`src/rtl/ifft_frame_loader_if.sv`:
```
// Sample stream, memory write port and IFFT core handshake for the frame loader.
interface ifft_frame_loader_if #(
  parameter int unsigned N_LOG2 = 5,
  parameter int unsigned DW     = 28
);
  logic              in_valid;
  logic              in_ready;
  logic [DW-1:0]     in_data;
  logic              in_last;
  logic [N_LOG2-1:0] waddr;
  logic [DW-1:0]     wdata;
  logic              write;
  logic              fft_start;
  logic              fft_done;
  logic              frame_err;
  logic [7:0]        frame_cnt;

  // Upstream source / core side.
  modport master (
    output in_valid, in_data, in_last, fft_done,
    input  in_ready, waddr, wdata, write, fft_start, frame_err, frame_cnt
  );

  // Loader side.
  modport slave (
    input  in_valid, in_data, in_last, fft_done,
    output in_ready, waddr, wdata, write, fft_start, frame_err, frame_cnt
  );
endinterface

```
`src/rtl/ifft_frame_loader.sv`:
```
// Loads 32 complex samples into the IFFT working memory (bit-reversed,
// optionally conjugated), then starts the core and waits for it to finish.
module ifft_frame_loader #(
  parameter int unsigned N_LOG2 = 5,
  parameter int unsigned DW     = 28,
  parameter int unsigned BITREV = 1,
  parameter int unsigned CONJ   = 1
) (
  input  logic clk,
  input  logic rst_n,
  ifft_frame_loader_if.slave bus
);
  localparam int unsigned HW    = DW / 2;
  localparam int unsigned CNT_W = 8;
  localparam logic [N_LOG2-1:0] IDX_LAST = {N_LOG2{1'b1}};
  localparam logic [HW-1:0]     IM_MIN   = {1'b1, {(HW-1){1'b0}}};
  localparam logic [HW-1:0]     IM_MAX   = {1'b0, {(HW-1){1'b1}}};

  typedef enum logic [1:0] {
    S_LOAD  = 2'd0,
    S_START = 2'd1,
    S_BUSY  = 2'd2
  } state_e;

  state_e            state_q, state_d;
  logic [N_LOG2-1:0] idx_q, idx_d;
  logic              write_q, write_d;
  logic [N_LOG2-1:0] waddr_q, waddr_d;
  logic [DW-1:0]     wdata_q, wdata_d;
  logic              start_q, start_d;
  logic              err_q, err_d;
  logic [CNT_W-1:0]  cnt_q, cnt_d;

  logic              accept_c;
  logic [N_LOG2-1:0] addr_c;
  logic [HW-1:0]     im_c;
  logic [DW-1:0]     proc_c;

  assign bus.in_ready  = (state_q == S_LOAD);
  assign accept_c      = bus.in_valid && (state_q == S_LOAD);
  assign bus.write     = write_q;
  assign bus.waddr     = waddr_q;
  assign bus.wdata     = wdata_q;
  assign bus.fft_start = start_q;
  assign bus.frame_err = err_q;
  assign bus.frame_cnt = cnt_q;

  // Write address: bit-reversed sample index so the core sees natural-order output.
  always_comb begin
    addr_c = idx_q;
    if (BITREV != 0) begin
      for (int i = 0; i < int'(N_LOG2); i++) begin
        addr_c[i] = idx_q[int'(N_LOG2) - 1 - i];
      end
    end
  end

  // Sample conditioning: saturating negation of imag so the forward kernel yields an IFFT.
  always_comb begin
    im_c = bus.in_data[HW-1:0];
    if (CONJ != 0) begin
      if (bus.in_data[HW-1:0] == IM_MIN) begin
        im_c = IM_MAX;
      end else begin
        im_c = ~bus.in_data[HW-1:0] + HW'(1);
      end
    end
    proc_c = {bus.in_data[DW-1:HW], im_c};
  end

  // Next-state and output logic.
  always_comb begin
    state_d = state_q;
    idx_d   = idx_q;
    write_d = 1'b0;
    waddr_d = waddr_q;
    wdata_d = wdata_q;
    start_d = 1'b0;
    err_d   = err_q;
    cnt_d   = cnt_q;
    case (state_q)
      S_LOAD: begin
        if (accept_c) begin
          write_d = 1'b1;
          waddr_d = addr_c;
          wdata_d = proc_c;
          if (idx_q == IDX_LAST) begin
            // Full frame: a missing in_last is flagged but the frame still runs.
            state_d = S_START;
            idx_d   = '0;
            if (!bus.in_last) err_d = 1'b1;
          end else if (bus.in_last) begin
            // Early in_last: drop the partial frame and restart at address 0.
            err_d = 1'b1;
            idx_d = '0;
          end else begin
            idx_d = idx_q + N_LOG2'(1);
          end
        end
      end
      S_START: begin
        start_d = 1'b1;
        cnt_d   = cnt_q + CNT_W'(1);
        state_d = S_BUSY;
      end
      S_BUSY: begin
        if (bus.fft_done) begin
          state_d = S_LOAD;
          idx_d   = '0;
        end
      end
      default: begin
        state_d = S_LOAD;
        idx_d   = '0;
      end
    endcase
  end

  // State and output registers with synchronous reset.
  always_ff @(posedge clk) begin
    if (!rst_n) begin
      state_q <= S_LOAD;
      idx_q   <= '0;
      write_q <= 1'b0;
      waddr_q <= '0;
      wdata_q <= '0;
      start_q <= 1'b0;
      err_q   <= 1'b0;
      cnt_q   <= '0;
    end else begin
      state_q <= state_d;
      idx_q   <= idx_d;
      write_q <= write_d;
      waddr_q <= waddr_d;
      wdata_q <= wdata_d;
      start_q <= start_d;
      err_q   <= err_d;
      cnt_q   <= cnt_d;
    end
  end
endmodule

```
`src/flat_wrapper.sv`:
```
// flat-port wrapper written by rule: the top's interface ports become plain ports
module ifft_frame_loader_flat 
#(
  parameter int unsigned N_LOG2 = 5,
  parameter int unsigned DW     = 28,
  parameter int unsigned BITREV = 1,
  parameter int unsigned CONJ   = 1
)
  (clk, rst_n, bus_in_valid, bus_in_data, bus_in_last, bus_fft_done, bus_in_ready, bus_waddr, bus_wdata, bus_write, bus_fft_start, bus_frame_err, bus_frame_cnt);
  ifft_frame_loader_if #(.N_LOG2(N_LOG2), .DW(DW)) bus_i ();
  input  logic clk;
  input  logic rst_n;
  input wire logic [$bits(bus_i.in_valid)-1:0] bus_in_valid;
  input wire logic [$bits(bus_i.in_data)-1:0] bus_in_data;
  input wire logic [$bits(bus_i.in_last)-1:0] bus_in_last;
  input wire logic [$bits(bus_i.fft_done)-1:0] bus_fft_done;
  output wire logic [$bits(bus_i.in_ready)-1:0] bus_in_ready;
  output wire logic [$bits(bus_i.waddr)-1:0] bus_waddr;
  output wire logic [$bits(bus_i.wdata)-1:0] bus_wdata;
  output wire logic [$bits(bus_i.write)-1:0] bus_write;
  output wire logic [$bits(bus_i.fft_start)-1:0] bus_fft_start;
  output wire logic [$bits(bus_i.frame_err)-1:0] bus_frame_err;
  output wire logic [$bits(bus_i.frame_cnt)-1:0] bus_frame_cnt;
  assign bus_i.in_valid = bus_in_valid;
  assign bus_i.in_data = bus_in_data;
  assign bus_i.in_last = bus_in_last;
  assign bus_i.fft_done = bus_fft_done;
  assign bus_in_ready = bus_i.in_ready;
  assign bus_waddr = bus_i.waddr;
  assign bus_wdata = bus_i.wdata;
  assign bus_write = bus_i.write;
  assign bus_fft_start = bus_i.fft_start;
  assign bus_frame_err = bus_i.frame_err;
  assign bus_frame_cnt = bus_i.frame_cnt;
  ifft_frame_loader #(.N_LOG2(N_LOG2), .DW(DW), .BITREV(BITREV), .CONJ(CONJ)) u_core (.clk(clk), .rst_n(rst_n), .bus(bus_i));
endmodule
```
`config.mk`:
```
export PLATFORM = sky130hd
export DESIGN_NAME = ifft_frame_loader_flat
export DESIGN_NICKNAME = d
export VERILOG_FILES = /design/src/rtl/ifft_frame_loader_if.sv /design/src/rtl/ifft_frame_loader.sv /design/src/flat_wrapper.sv
export SDC_FILE = /design/constraint.sdc
export NUM_CORES = 1
export LEC_CHECK = 0
export CAP_MARGIN = 40
export CORE_MARGIN = 8
export CORE_UTILIZATION = 30
export CTS_CLUSTER_SIZE = 8
export DETAILED_ROUTE_END_ITERATION = 16
export PLACE_DENSITY_LB_ADDON = 0.2
export SYNTH_ARGS = -nofsm -noshare
export SYNTH_HDL_FRONTEND = slang
export SYNTH_SLANG_ARGS = --single-unit
```
`constraint.sdc`:
```
create_clock -name clk -period 2.12 [get_ports clk]
set_clock_uncertainty 0.05 [all_clocks]
set_input_delay 0.212 -clock clk [delete_from_list [all_inputs] [get_ports clk]]
set_output_delay 0.212 -clock clk [all_outputs]
set_load 0.05 [all_outputs]
```
==> results.ini, run 1 <==
[placed_design]
post-dp-hpwl_um = 4100
placed_cells = 425
post_dp_cell_area_um2 = 3120
io_buffer_count = 77
gp_congestion = 0.795

[detailed_routing]
wirelength_um = 5670
drt_pre_antenna_iters = 4
via_per_inst = 4.50
drc = 0
avgRoutedWirePerCell_um = 13.1
antenna_left = 0
drtIter0Drc = 93
vias = 1947

[synthesis]
syn-cell-area_um2 = 2170
synth_top_flop_cell = dfxtp_1
seq_area_frac_synth = 0.471
synth_warnings = 0
synth_common_cells = 51 x dfxtp_1, 47 x nand2_1, 20 x a21boi_0, 17 x a21oi_1, 16 x o21ai_0
synth_top_area_cell = dfxtp_1
synth_seq_cells = 51
synth.top_cell.area_share = 0.471
synthDistinctLibCells = 34
netlist_instances = 251
synthesis.nets = 288
yosysMostFrequentCell = dfxtp_1
synth-edff-count = 0
avgSynthCellArea_um2 = 8.63
synth_area_leaders = dfxtp_1 47%, nand2_1 8.1%, a21boi_0 6.9%
synthArstFlopShare = 0

[setup_path]
cp_top_family = buffers and inverters
critPathMaxFanout = 6
path_class = flip-flop to primary output
crit_path_start_kind = flip-flop
cp_slowest_stage_delay_ps = 840
crit_arrival_ps = 1660
crit_required_ps = 1860
slowest_stage = clkdlybuf4s50_1
crit_path_cell_trace = nor2_1 > clkdlybuf4s50_1
path_buf_inv = 1
end_kind = primary output

[global_route]
grt_pass1_wl_um = 9160
grt_max_degree = 48
grt_pass1_vias = 1927
met1_usage = 0.128
overflow = 0
antenna_found_initial = 0
use_met2 = 0.181
use_met3 = 0.0518
grt_usage = 0.112
top_usage_layer = met2

[die]
die-height_um = 101
fp.dieW_um = 101
rows = 31
die_area_um2 = 10200
pin_count = 78
core_area_um2 = 7140
floorplan.initialDensity = 0.304

[cells_and_area]
fin_util = 0.449
area_growth_pct = 47.9
antennaDiodeCount = 0
layoutNonFillerInstCount = 433
layout-drive-gt1-share = 0.0689
final_nets = 370
stdcell_area_um2 = 3200

[clocking]
clkLatencyLatePin_ps = 300
path_clk_slew_ps = 90
tritoncts = yes
cts_setup_buffers = 0
postCtsHoldBufs = 0
clockRootBuffer = clkbuf_8
cts_buffer_depth = 2
h-tree-depth = 2
clock_sinks = 51
ctsResizeCount = 0
cts-buffers-inserted = 5

[sta]
rsz0062_at_grt = false
tightest_slew_ps = 529
min_period_ps = 1920
maxSlewHeadroom = 0.646
setup_viol = 0
report.final.slew_viol_count = 0
fin_crit_sh = 0.907
hold_violations = 0
setup_tns_ps = 0
max_freq_mhz = 520

[pwr]
vdd_drop_max_mv = 0.327
p_switching_mw = 0.570
power_mw = 1.97
clkPwrFrac = 0.276
power_frac_comb = 0.207
p_int_mw = 1.40
p_per_area_nw_per_um2 = 614
leakage_nw = 1.20
p_sw_frac = 0.290
seqPwrFrac = 0.517

[status]
outcome = finished clean

[flow_run]
cap_violations = 0

[worst_hold_path]
hp-class = input pin to flip-flop

[power by group through the flow]
stage	sequential, mW	combinational (mW)	clock, mW
after floorplan	1.17	0.0955	0
after global placement	1.04	0.411	0
after detailed placement	1.04	0.411	0
after CTS	1.02	0.413	0.584
after global routing	1.02	0.435	0.615
final	1.02	0.408	0.543
[cell type report]
cell class / instances / area (µm²)
clock buffer: 6 / 72.6
clock inverter: 2 / 12.5
fill: 740 / 3930
inverter: 4 / 15.0
multi-input combinational: 182 / 1070
sequential: 51 / 1020
tap: 99 / 124
timing repair buffer: 89 / 886
[kinds of logic after synthesis]
kind of cell               share of synthesized area
muxes                                        0.00462
and+or+nand+nor                                0.222
buffers and inverters                         0.0335
adders and majority gates                     0.0231
xor gates and xnor gates                      0.0768
DFF                                            0.471
AOI/OAI and AO/OA                              0.169
[routing by layer]
| metal | vias to the layer above | share of wire |
|---|---|---|
| met5 | - | 0 |
| met4 | 0 | 0.011 |
| met3 | 6 | 0.085 |
| met2 | 43 | 0.46 |
| met1 | 886 | 0.44 |
| li1 | 1012 | - |
[worst register-to-register path, delay by kind of cell (launching register included)]
family,cells,cell delay [ps]
and+or+nand+nor,3,780
AOI/OAI and AO/OA,1,330
DFF,1,360
[sequential cells by signal (all words and copies together) (netlist names)]
name / count
u_core.bus.frame_err: 1
u_core.bus.frame_cnt: 8
u_core.state_q: 2
u_core.bus.fft_start: 1
u_core.idx_q: 5
u_core.bus.waddr: 5
u_core.bus.write: 1
u_core.bus.wdata: 28
[worst paths after layout]
path	startpoint	endpoint	slack (ps)	depth (start not counted)
hold reg to reg	u_core.bus.wdata[22]	u_core.bus.wdata[22]	410	2
hold / removal	bus_in_data[22]	u_core.bus.wdata[22]	410	3
setup reg to reg	u_core.state_q[0]	u_core.idx_q[0]	470	4
setup / recovery	u_core.state_q[0]	bus_in_ready	200	2
[cells in the final DEF, fill, tap and decap left out, drive strengths merged, types with 9 or more instances in the layout]
cell,count
a21oi,17
dfxtp,51
clkdlybuf4s50,77
a21boi,20
and2,10
nor2,9
xnor2,12
o21ai,17
buf,12
nand2,47
[stage by stage]
step                setup slack (ps)  hold slack, ps
floorplan                        145             269
global placement                99.0             398
detailed placement              83.8             407
CTS                              175             395
global route                     136             416
finish                           198             406
No activity file was read; power rests on OpenSTA's default activity.
==> inputs of run 2 (changes only) <==
- CORE_UTILIZATION: 30 -> 44
==> results.ini, run 2 (synthesis gave the netlist of run 1 again) <==
[sta]
min_period_ps = 1950
fin_crit_sh = 0.919
worst_slack_ps = 172
maxSlewHeadroom = 0.645
setup_viol = 0
rsz0062_at_grt = false
max_freq_mhz = 513
tightest_slew_ps = 531
setup_tns_ps = 0
hold_violations = 0
report.final.slew_viol_count = 0

[global_route]
grt_usage = 0.144
antenna_found_initial = 0
grt_max_degree = 32
grt_pass1_wl_um = 8740
grt_pass1_vias = 1954
overflow = 0

[setup_path]
cp_top_family = buffers and inverters
crit_required_ps = 1860
crit_path_cell_trace = nor2_1 > clkdlybuf4s50_1
cp_slowest_stage_delay_ps = 840
crit_path_start_kind = flip-flop
critPathMaxFanout = 6
path_buf_inv = 1
crit_arrival_ps = 1690
path_class = flip-flop to primary output
slowest_stage = clkdlybuf4s50_1
end_kind = primary output

[clocking]
ctsResizeCount = 0
cts_buffer_depth = 2
cts-buffers-inserted = 5
clockRootBuffer = clkbuf_8
cts_setup_buffers = 0
h-tree-depth = 2
clock_sinks = 51
tritoncts = yes
clkLatencyLatePin_ps = 300
path_clk_slew_ps = 100
postCtsHoldBufs = 0

[die]
core_area_um2 = 4720
floorplan.initialDensity = 0.459
die-height_um = 86.2
die_area_um2 = 7430
pin_count = 78
fp.dieW_um = 86.2
rows = 25

[placed_design]
gp_congestion = 0.789
post_dp_cell_area_um2 = 3080
placed_cells = 396
io_buffer_count = 77
post-dp-hpwl_um = 3990
place_ws_ps = 71.0

[pwr]
leakage_nw = 1.23
p_per_area_nw_per_um2 = 662
vdd_drop_max_mv = 0.378

[status]
outcome = finished clean

[cells_and_area]
final_nets = 373
fin_util = 0.676
antennaDiodeCount = 0
final_common_cell = clkdlybuf4s50_1
final_cell_mix = 77 x clkdlybuf4s50_1, 51 x dfxtp_1, 47 x nand2_1
layoutNonFillerInstCount = 404
stdcell_area_um2 = 3190
largest_register_ffs = 28
area_growth_pct = 47.3
layout-drive-gt1-share = 0.0801

[flow_run]
cap_violations = 0

[detailed_routing]
drc = 0
via_per_inst = 4.88
avgRoutedWirePerCell_um = 13.5
drtIter0Drc = 101
antenna_left = 0
vias = 1971
drt_pre_antenna_iters = 4
wirelength_um = 5460

[worst_hold_path]
hp-class = input pin to flip-flop

[run 2: changes by cell type in the layout (fill, tap and decap cells not counted), sizes merged]
cell / change
buf: +3
bufinv: +1
clkbuf: -1
clkinvlp: -1
inv: +1
[run 2: tightest hold or removal path: stages]
cell and delay, ps:
clkdlybuf4s50_1 400, nand2_1 50, a21boi_0 60
[run 2: area by class of cell]
class	instances	area, µm²
well taps	67	83.8
repair buffers	92	883
inverters	4	15.0
fillers	412	1530
flip-flops and latches	51	1020
clock inverters	3	47.5
multi-input cells	182	1070
clock buffers	5	68.8
[run 2: power breakdown]
group          switching, mW  internal [mW]
clock                  0.336          0.358
combinational          0.234          0.168
sequential            0.0208          0.997
total                  0.591           1.52
[run 2: stage by stage]
step | hold WS, ps | power [mW]
2_1_floorplan | 269 | 1.26
3_3_place_gp | 399 | 1.44
3_5_place_dp | 406 | 1.44
4_1_cts | 402 | 2.14
5_1_grt | 427 | 2.20
6_report | 406 | 2.11
[run 2: worst paths after layout]
check                  startpoint              endpoint  slack, ps  cells past startpoint
max             u_core.state_q[0]          bus_in_ready        170                      2
min               bus_in_data[20]  u_core.bus.wdata[20]        410                      3
min reg2reg  u_core.bus.wdata[15]  u_core.bus.wdata[15]        410                      2
max reg2reg       u_core.idx_q[0]       u_core.idx_q[4]        450                      6
[run 2: per-layer routing]
layer / track usage / part of all wire
met1: 0.161 / 0.46
met2: 0.249 / 0.46
met3: 0.0520 / 0.074
met4: 0.0469 / 0.012
met5: 0 / 0
